==> config.mk <==
export PLATFORM = sky130hd
export DESIGN_NAME = wb_stage
export DESIGN_NICKNAME = d
export VERILOG_FILES = /design/src/rtl/wb_pkg.sv /design/src/rtl/load_align.sv /design/src/rtl/wb_stage.sv
export SDC_FILE = /design/constraint.sdc
export NUM_CORES = 1
export LEC_CHECK = 0
export ABC_AREA = 1
export CAP_MARGIN = 20
export CORE_MARGIN = 8
export CORE_UTILIZATION = 42
export DETAILED_ROUTE_END_ITERATION = 10
export GPL_TIMING_DRIVEN = 0
export PLACE_DENSITY = 0.75
export SLEW_MARGIN = 10
export SYNTH_ARGS = -nofsm -noshare
export SYNTH_HDL_FRONTEND = slang
export SYNTH_HIERARCHICAL = 1
export SYNTH_SLANG_ARGS = --single-unit
==> constraint.sdc <==
create_clock -name clk -period 7.2 [get_ports clk]
set_input_delay 1.44 -clock clk [delete_from_list [all_inputs] [get_ports clk]]
set_output_delay 1.44 -clock clk [all_outputs]
set_load 0.01 [all_outputs]
==> src/rtl/wb_pkg.sv <==
// -----------------------------------------------------------------------------
// wb_pkg
// Shared definitions for the write-back stage:
//   LS_BYTE / LS_HALF / LS_WORD : load_size encodings (2'b11 also means word)
//   ZERO_REG                    : architectural zero register, never written
//   ls_is_word()                : true for both word encodings (10 and 11)
// -----------------------------------------------------------------------------
package wb_pkg;

   localparam logic [1:0] LS_BYTE  = 2'b00;
   localparam logic [1:0] LS_HALF  = 2'b01;
   localparam logic [1:0] LS_WORD  = 2'b10;

   localparam logic [4:0] ZERO_REG = 5'd0;

   // Both 2'b10 and 2'b11 select a full word, so only the upper bit matters.
   function automatic logic ls_is_word(input logic [1:0] size);
      return size[1];
   endfunction

endpackage

==> src/rtl/load_align.sv <==
// -----------------------------------------------------------------------------
// load_align
// Combinational little-endian load extraction and extension.
// Ports:
//   rdata       in  32  raw memory word
//   addr_lo     in   2  byte offset inside the word
//   size        in   2  load size (LS_BYTE, LS_HALF, word)
//   is_unsigned in   1  1 = zero-extend, 0 = sign-extend byte/half
//   data        out 32  aligned, extended load result
// Misaligned half/word accesses are not flagged here; the stage handles that.
// -----------------------------------------------------------------------------
module load_align
   import wb_pkg::*;
(
   input  logic [31:0] rdata,
   input  logic [1:0]  addr_lo,
   input  logic [1:0]  size,
   input  logic        is_unsigned,
   output logic [31:0] data
);

   logic [7:0]  byte_sel;
   logic [15:0] half_sel;
   logic        byte_sign;
   logic        half_sign;

   always_comb begin
      byte_sel = rdata[7:0];
      case (addr_lo)
         2'd0:    byte_sel = rdata[7:0];
         2'd1:    byte_sel = rdata[15:8];
         2'd2:    byte_sel = rdata[23:16];
         default: byte_sel = rdata[31:24];
      endcase
   end

   // Half selection only uses the upper offset bit; an odd offset is a
   // misalignment and is suppressed by the stage, not corrected here.
   assign half_sel  = addr_lo[1] ? rdata[31:16] : rdata[15:0];

   assign byte_sign = ~is_unsigned & byte_sel[7];
   assign half_sign = ~is_unsigned & half_sel[15];

   always_comb begin
      data = rdata;
      if (!ls_is_word(size)) begin
         if (size == LS_BYTE)
            data = {{24{byte_sign}}, byte_sel};
         else
            data = {{16{half_sign}}, half_sel};
      end
   end

endmodule

==> src/rtl/wb_stage.sv <==
// -----------------------------------------------------------------------------
// wb_stage
// Final pipeline stage: registers the MEM result, aligns load data and drives
// the register-file write port (the regfile samples on the falling edge).
// Parameters:
//   CNT_W          width of retire counter
// Ports:
//   clk, rst       clock, asynchronous active-high reset
//   in_valid       in   MEM result valid
//   in_ready       out  stage accepts (= !stall)
//   stall, flush   in   hold stage / kill held entry (flush wins)
//   alu_res        in   32-bit ALU result
//   mem_rdata      in   32-bit raw memory word
//   mem_addr_lo    in   byte offset of the load
//   load_size      in   00 byte, 01 half, 10/11 word
//   load_unsigned  in   zero-extend byte/half loads
//   mem_to_reg     in   select load data instead of ALU result
//   reg_write      in   instruction writes a register
//   dst_reg        in   destination register number
//   RegWrite       out  regfile write enable
//   WbRegNum       out  regfile write address
//   WbData         out  regfile write data
//   wb_valid       out  stage holds a valid entry
//   misalign       out  current retiring load is misaligned (write dropped)
//   retire_cnt     out  retired-entry counter
// Configuration macro:
//   WB_RETIRE_CNT_EN  when defined, retire_cnt counts every fired entry
//                     (wraps); when undefined, retire_cnt is tied to zero.
// -----------------------------------------------------------------------------
module wb_stage
   import wb_pkg::*;
#(
   parameter int CNT_W = 32
)(
   input  logic             clk,
   input  logic             rst,
   input  logic             in_valid,
   output logic             in_ready,
   input  logic             stall,
   input  logic             flush,
   input  logic [31:0]      alu_res,
   input  logic [31:0]      mem_rdata,
   input  logic [1:0]       mem_addr_lo,
   input  logic [1:0]       load_size,
   input  logic             load_unsigned,
   input  logic             mem_to_reg,
   input  logic             reg_write,
   input  logic [4:0]       dst_reg,
   output logic             RegWrite,
   output logic [4:0]       WbRegNum,
   output logic [31:0]      WbData,
   output logic             wb_valid,
   output logic             misalign,
   output logic [CNT_W-1:0] retire_cnt
);

   logic        valid_q;
   logic [31:0] alu_res_q;
   logic [31:0] mem_rdata_q;
   logic [1:0]  addr_lo_q;
   logic [1:0]  load_size_q;
   logic        load_unsigned_q;
   logic        mem_to_reg_q;
   logic        reg_write_q;
   logic [4:0]  dst_reg_q;

   logic        fire;
   logic        bad_align;
   logic [31:0] load_data;

   assign in_ready = !stall;

   // Data fields are all cleared by reset so WbData/WbRegNum read zero
   // while reset is asserted. A flush only kills the valid bit.
   always_ff @(posedge clk or posedge rst) begin
      if (rst) begin
         valid_q         <= 1'b0;
         alu_res_q       <= '0;
         mem_rdata_q     <= '0;
         addr_lo_q       <= '0;
         load_size_q     <= '0;
         load_unsigned_q <= 1'b0;
         mem_to_reg_q    <= 1'b0;
         reg_write_q     <= 1'b0;
         dst_reg_q       <= '0;
      end else if (flush) begin
         valid_q         <= 1'b0;
      end else if (!stall) begin
         valid_q         <= in_valid;
         alu_res_q       <= alu_res;
         mem_rdata_q     <= mem_rdata;
         addr_lo_q       <= mem_addr_lo;
         load_size_q     <= load_size;
         load_unsigned_q <= load_unsigned;
         mem_to_reg_q    <= mem_to_reg;
         reg_write_q     <= reg_write;
         dst_reg_q       <= dst_reg;
      end
   end

   load_align u_load_align (
      .rdata       (mem_rdata_q),
      .addr_lo     (addr_lo_q),
      .size        (load_size_q),
      .is_unsigned (load_unsigned_q),
      .data        (load_data)
   );

   // An entry retires in the one cycle it is valid and not stalled; the next
   // edge replaces it, so the write cannot repeat.
   assign fire      = valid_q && !stall;

   assign bad_align = ((load_size_q == LS_HALF) && addr_lo_q[0]) ||
                      (ls_is_word(load_size_q) && (addr_lo_q != 2'b00));

   assign misalign  = fire && mem_to_reg_q && bad_align;

   assign RegWrite  = fire && reg_write_q && (dst_reg_q != ZERO_REG) && !misalign;
   assign WbRegNum  = dst_reg_q;
   assign WbData    = mem_to_reg_q ? load_data : alu_res_q;
   assign wb_valid  = valid_q;

`ifdef WB_RETIRE_CNT_EN
   logic [CNT_W-1:0] retire_cnt_q;

   // Counts every retired entry, including misaligned and non-writing ones.
   always_ff @(posedge clk or posedge rst) begin
      if (rst)
         retire_cnt_q <= '0;
      else if (fire)
         retire_cnt_q <= retire_cnt_q + CNT_W'(1);
   end

   assign retire_cnt = retire_cnt_q;
`else
   assign retire_cnt = '0;
`endif

endmodule

==> impl_results.md <==
- Post-route worst hold slack: 0.473 ns
- Nets@finish: 868
- Top cell family by delay on the critical path: buffers and inverters
- Count of TritonRoute iterations in the first routing pass: 5
- Pwr per Cell Area: 216 nW/um2
- Most common cell after layout, fill and taps aside: nand2_1
- Worst hold-check path type: flop to flop
- Total Neg Setup Slack: 0 ns
- DRC violation count after routing: 0
- Mean routed wirelength per cell: 15.7 um
- Layout-stage area growth over the synthesis result: 38.6%
- Number of setup violations in the final report: 0
- Buffers on Ports: 121
- Multi-input gate area: 1980 um2
- Critical path fanouts, max: 3
- Peak supply drop: 0.114 mV
- Later-pin clock latency in the skew report: 0.34 ns
- Number of cells traversed by the worst register-to-register path: 4
- Depth of the critical timing path with buffers and inverters included: 7
- Fraction of final layout cells with drive strength greater than 1: 12.5%
- H-tree Lvls: 3
- Mapped Area: 4490 um2
- Number of buffers inserted to repair setup after CTS: 0
- Setup repair after global routing missed its margin: false
- Period Utilization, post-route: 60.4%
- Max Slew Vio Count: 0
- Post-synth top area share: 42.9%
- Clock Pin Slew Worst Setup and Hold Paths: 0.07 ns
- Share of flip-flops with an asynchronous set or reset: 100%
- Worst Path Buf+Inv: 3
- Worst-path cell with the longest stage delay: clkdlybuf4s50_1
- Average cell area after synthesis: 7.21 um2
- Type of the worst setup path: input pin to output pin
- Last element of the critical path: RegWrite
- Total clock buffers created by CTS: 9
- Leakage power total: 3.09 nW
- Hold Buf Count CTS: 0
- Maximum number of pins on one net before global-route repair: 64
- Relative contribution of the clock network to total power: 26.2%
- Count of warnings emitted by yosys: 6
- Area of the die: 14300 um2
- Number of flops mapped to enable cells by yosys: 0
- Hold path startpoint: mem_rdata_q[25]
- Library cell occupying the most area in the post-synthesis netlist: dfrtp_1
- Minimum clock period after layout: 4.35 ns
- DR vias: 4431
- Switching part of the total power: 33.4%
- Reg2Reg Capture Point: mem_to_reg_q
- Skew final: 0 ns
- CTS tree: built
- Int Pwr: 0.894 mW
- Number of storage elements in the synthesis netlist: 77
- Inserted Diodes: 0
- Aggregate global routing overflow: 0
- Relative slew slack: 59.8%
- Most frequent cells in the layout: nand2_1 (245), clkdlybuf4s50_1 (121), dfrtp_1 (77)
- Critical path capture point type: output pin
- Sequential share of power: 39.2%
- Switching component of the power: 0.448 mW
- Seq. cell area: 1930 um2
- Vertical extent of the die: 119 um
- Share of synthesized area occupied by flip-flops and latches: 42.9%
- Count of cells resized by post-cts repair: 0
- Wire length of the first global-routing pass: 23.5 mm
- Core outline area: 10400 um2
- Worst EP required: 5.76 ns
- Max Clock Freq: 0.230 GHz
- Number of instances in the synthesized netlist: 623
- Critical Path AT: 2.91 ns
- Detail Route Antenna Nets: 0
- Estimated wirelength of the detail-placed design: 11.6 mm
- Number of global-route vias before repair: 4396
- Total power consumption of the routed design: 1.34 mW
- Root Buffer: clkbuf_8
- Crit-path max cell delay: 0.55 ns
- Crit path launch: stall
- Weighted congestion reported at the end of routability-driven placement: 0.869
- Leading post-synthesis cells by cell area: dfrtp_1 (43%), nand2_1 (20%), o21ai_0 (8.2%)
- Post-detailed-placement cell area: 6020 um2
- Critical-path cell list: clkdlybuf4s50_1 > inv_1 > nand2_1 > nor2_1 > nand2_1 > nor2_1 > clkdlybuf4s50_1
- Horiz. Die Dim: 119 um
- Clock sinks: 77
- Leading register cell type out of synthesis: dfrtp_1
- Number of different library cells in the post-synthesis netlist: 27
- Power share of the combinational group: 34.6%
- Via-to-Cell Ratio: 4.77
- Count of filler cells inserted in the layout: 996
- Slew at the pin closest to its max-slew limit: 0.603 ns
- Worst setup SP type: input pin
- Number of placed I/O pins: 154
- Share of the core filled with cells in the final layout: 60.1%
- Deepest clock path buffer count: 2
- Final instance area: 6230 um2
- Register-to-register setup slack: 6.12 ns
- Total routing resource utilization after global routing: 20.6%
- Initial cell density of the core: 43.3%
- Total Wirelength: 14.6 mm
- Initial drt markers: 229
- Startpoint of the lowest-slack register-to-register path: mem_to_reg_q
- Max-Cap Viols: 0
- Antenna violations before repair: 0
- Final Hold Violating Endpoints: 0
- Run status: completed
- Count of standard-cell rows: 37
-- worst min path at each step --
stage	depth (start not counted)	end	slack, ns
2_1_floorplan	2	mem_rdata_q[18]	0.44
3_3_place_gp	2	mem_rdata_q[18]	0.46
3_5_place_dp	2	mem_rdata_q[24]	0.46
4_1_cts	2	mem_rdata_q[24]	0.48
5_1_grt	2	mem_rdata_q[30]	0.49
6_report	2	mem_rdata_q[25]	0.47
-- registers in the layout, indices dropped and copies added (netlist names) --
signal / count
reg_write_q: 1
wb_valid: 1
mem_to_reg_q: 1
mem_rdata_q: 32
load_size_q: 2
alu_res_q: 32
addr_lo_q: 2
WbRegNum: 5
load_unsigned_q: 1
-- cell usage after synthesis, types with 2 or more instances --
cell type  number
nand2_1       245
a21oi_1        24
buf_2          12
nand2_2        11
nor2_4          3
clkbuf_1        6
nand3_1        11
o21ai_1        11
buf_4          36
nor2_1         33
inv_1          51
o211ai_1        4
inv_2           2
o21ai_2         3
dfrtp_1        77
o21ai_0        74
buf_6          10
-- layout make-up --
| cell class | count | share of cell area [%] |
|---|---|---|
| buffer | 65 | 7.79 |
| timing repair buffer | 122 | 19.9 |
| multi-input combinational | 457 | 31.9 |
| clock buffer | 11 | 2.11 |
| tap | 136 | 2.73 |
| sequential | 77 | 30.9 |
| clock inverter | 5 | 1.21 |
| inverter | 55 | 3.48 |
-- tightest hold or removal path, delay by kind of cell (launching register included) --
| family | cells | cell delay [ns] |
|---|---|---|
| DFF | 1 | 0.34 |
| and+or+nand+nor | 2 | 0.10 |
-- metal layers --
metal | share of wire [%] | wire length [um] | up-vias | global-route usage [%]
li1 | - | - | 2199 | -
met1 | 45 | 6500 | 2063 | 26.9
met2 | 47 | 6840 | 151 | 33.5
met3 | 6.7 | 971 | 18 | 4.06
met4 | 1.7 | 254 | 0 | 6.71
met5 | 0 | 0 | - | 0
-- cells by family (layout without fill, tap and decap cells) --
family                 Yosys count  after routing  share of synthesized area (%)
other                            1             32                         0.0834
flip-flops                      77             77                           42.9
buffers and inverters          120            258                           15.6
AND/OR/NAND/NOR                307            307                           27.8
AO/OA/AOI/OAI                  118            118                           13.7
-- power groups by stage --
stage	Clock [mW]	Combinational (mW)	Sequential, mW
after floorplan	0	0.260	0.521
after global placement	0	0.454	0.533
after detailed placement	0	0.463	0.535
after CTS	0.358	0.465	0.526
after global routing	0.377	0.515	0.533
final	0.352	0.464	0.526
-- per-stage QoR --
stage / cells / setup WS [ns]
2_1_floorplan: 654 / 3.79
3_3_place_gp: 911 / 2.56
3_5_place_dp: 912 / 2.83
4_1_cts: 928 / 2.83
5_1_grt: 928 / 2.70
6_report: 928 / 2.85
No activity file was read; power rests on OpenSTA's default activity.
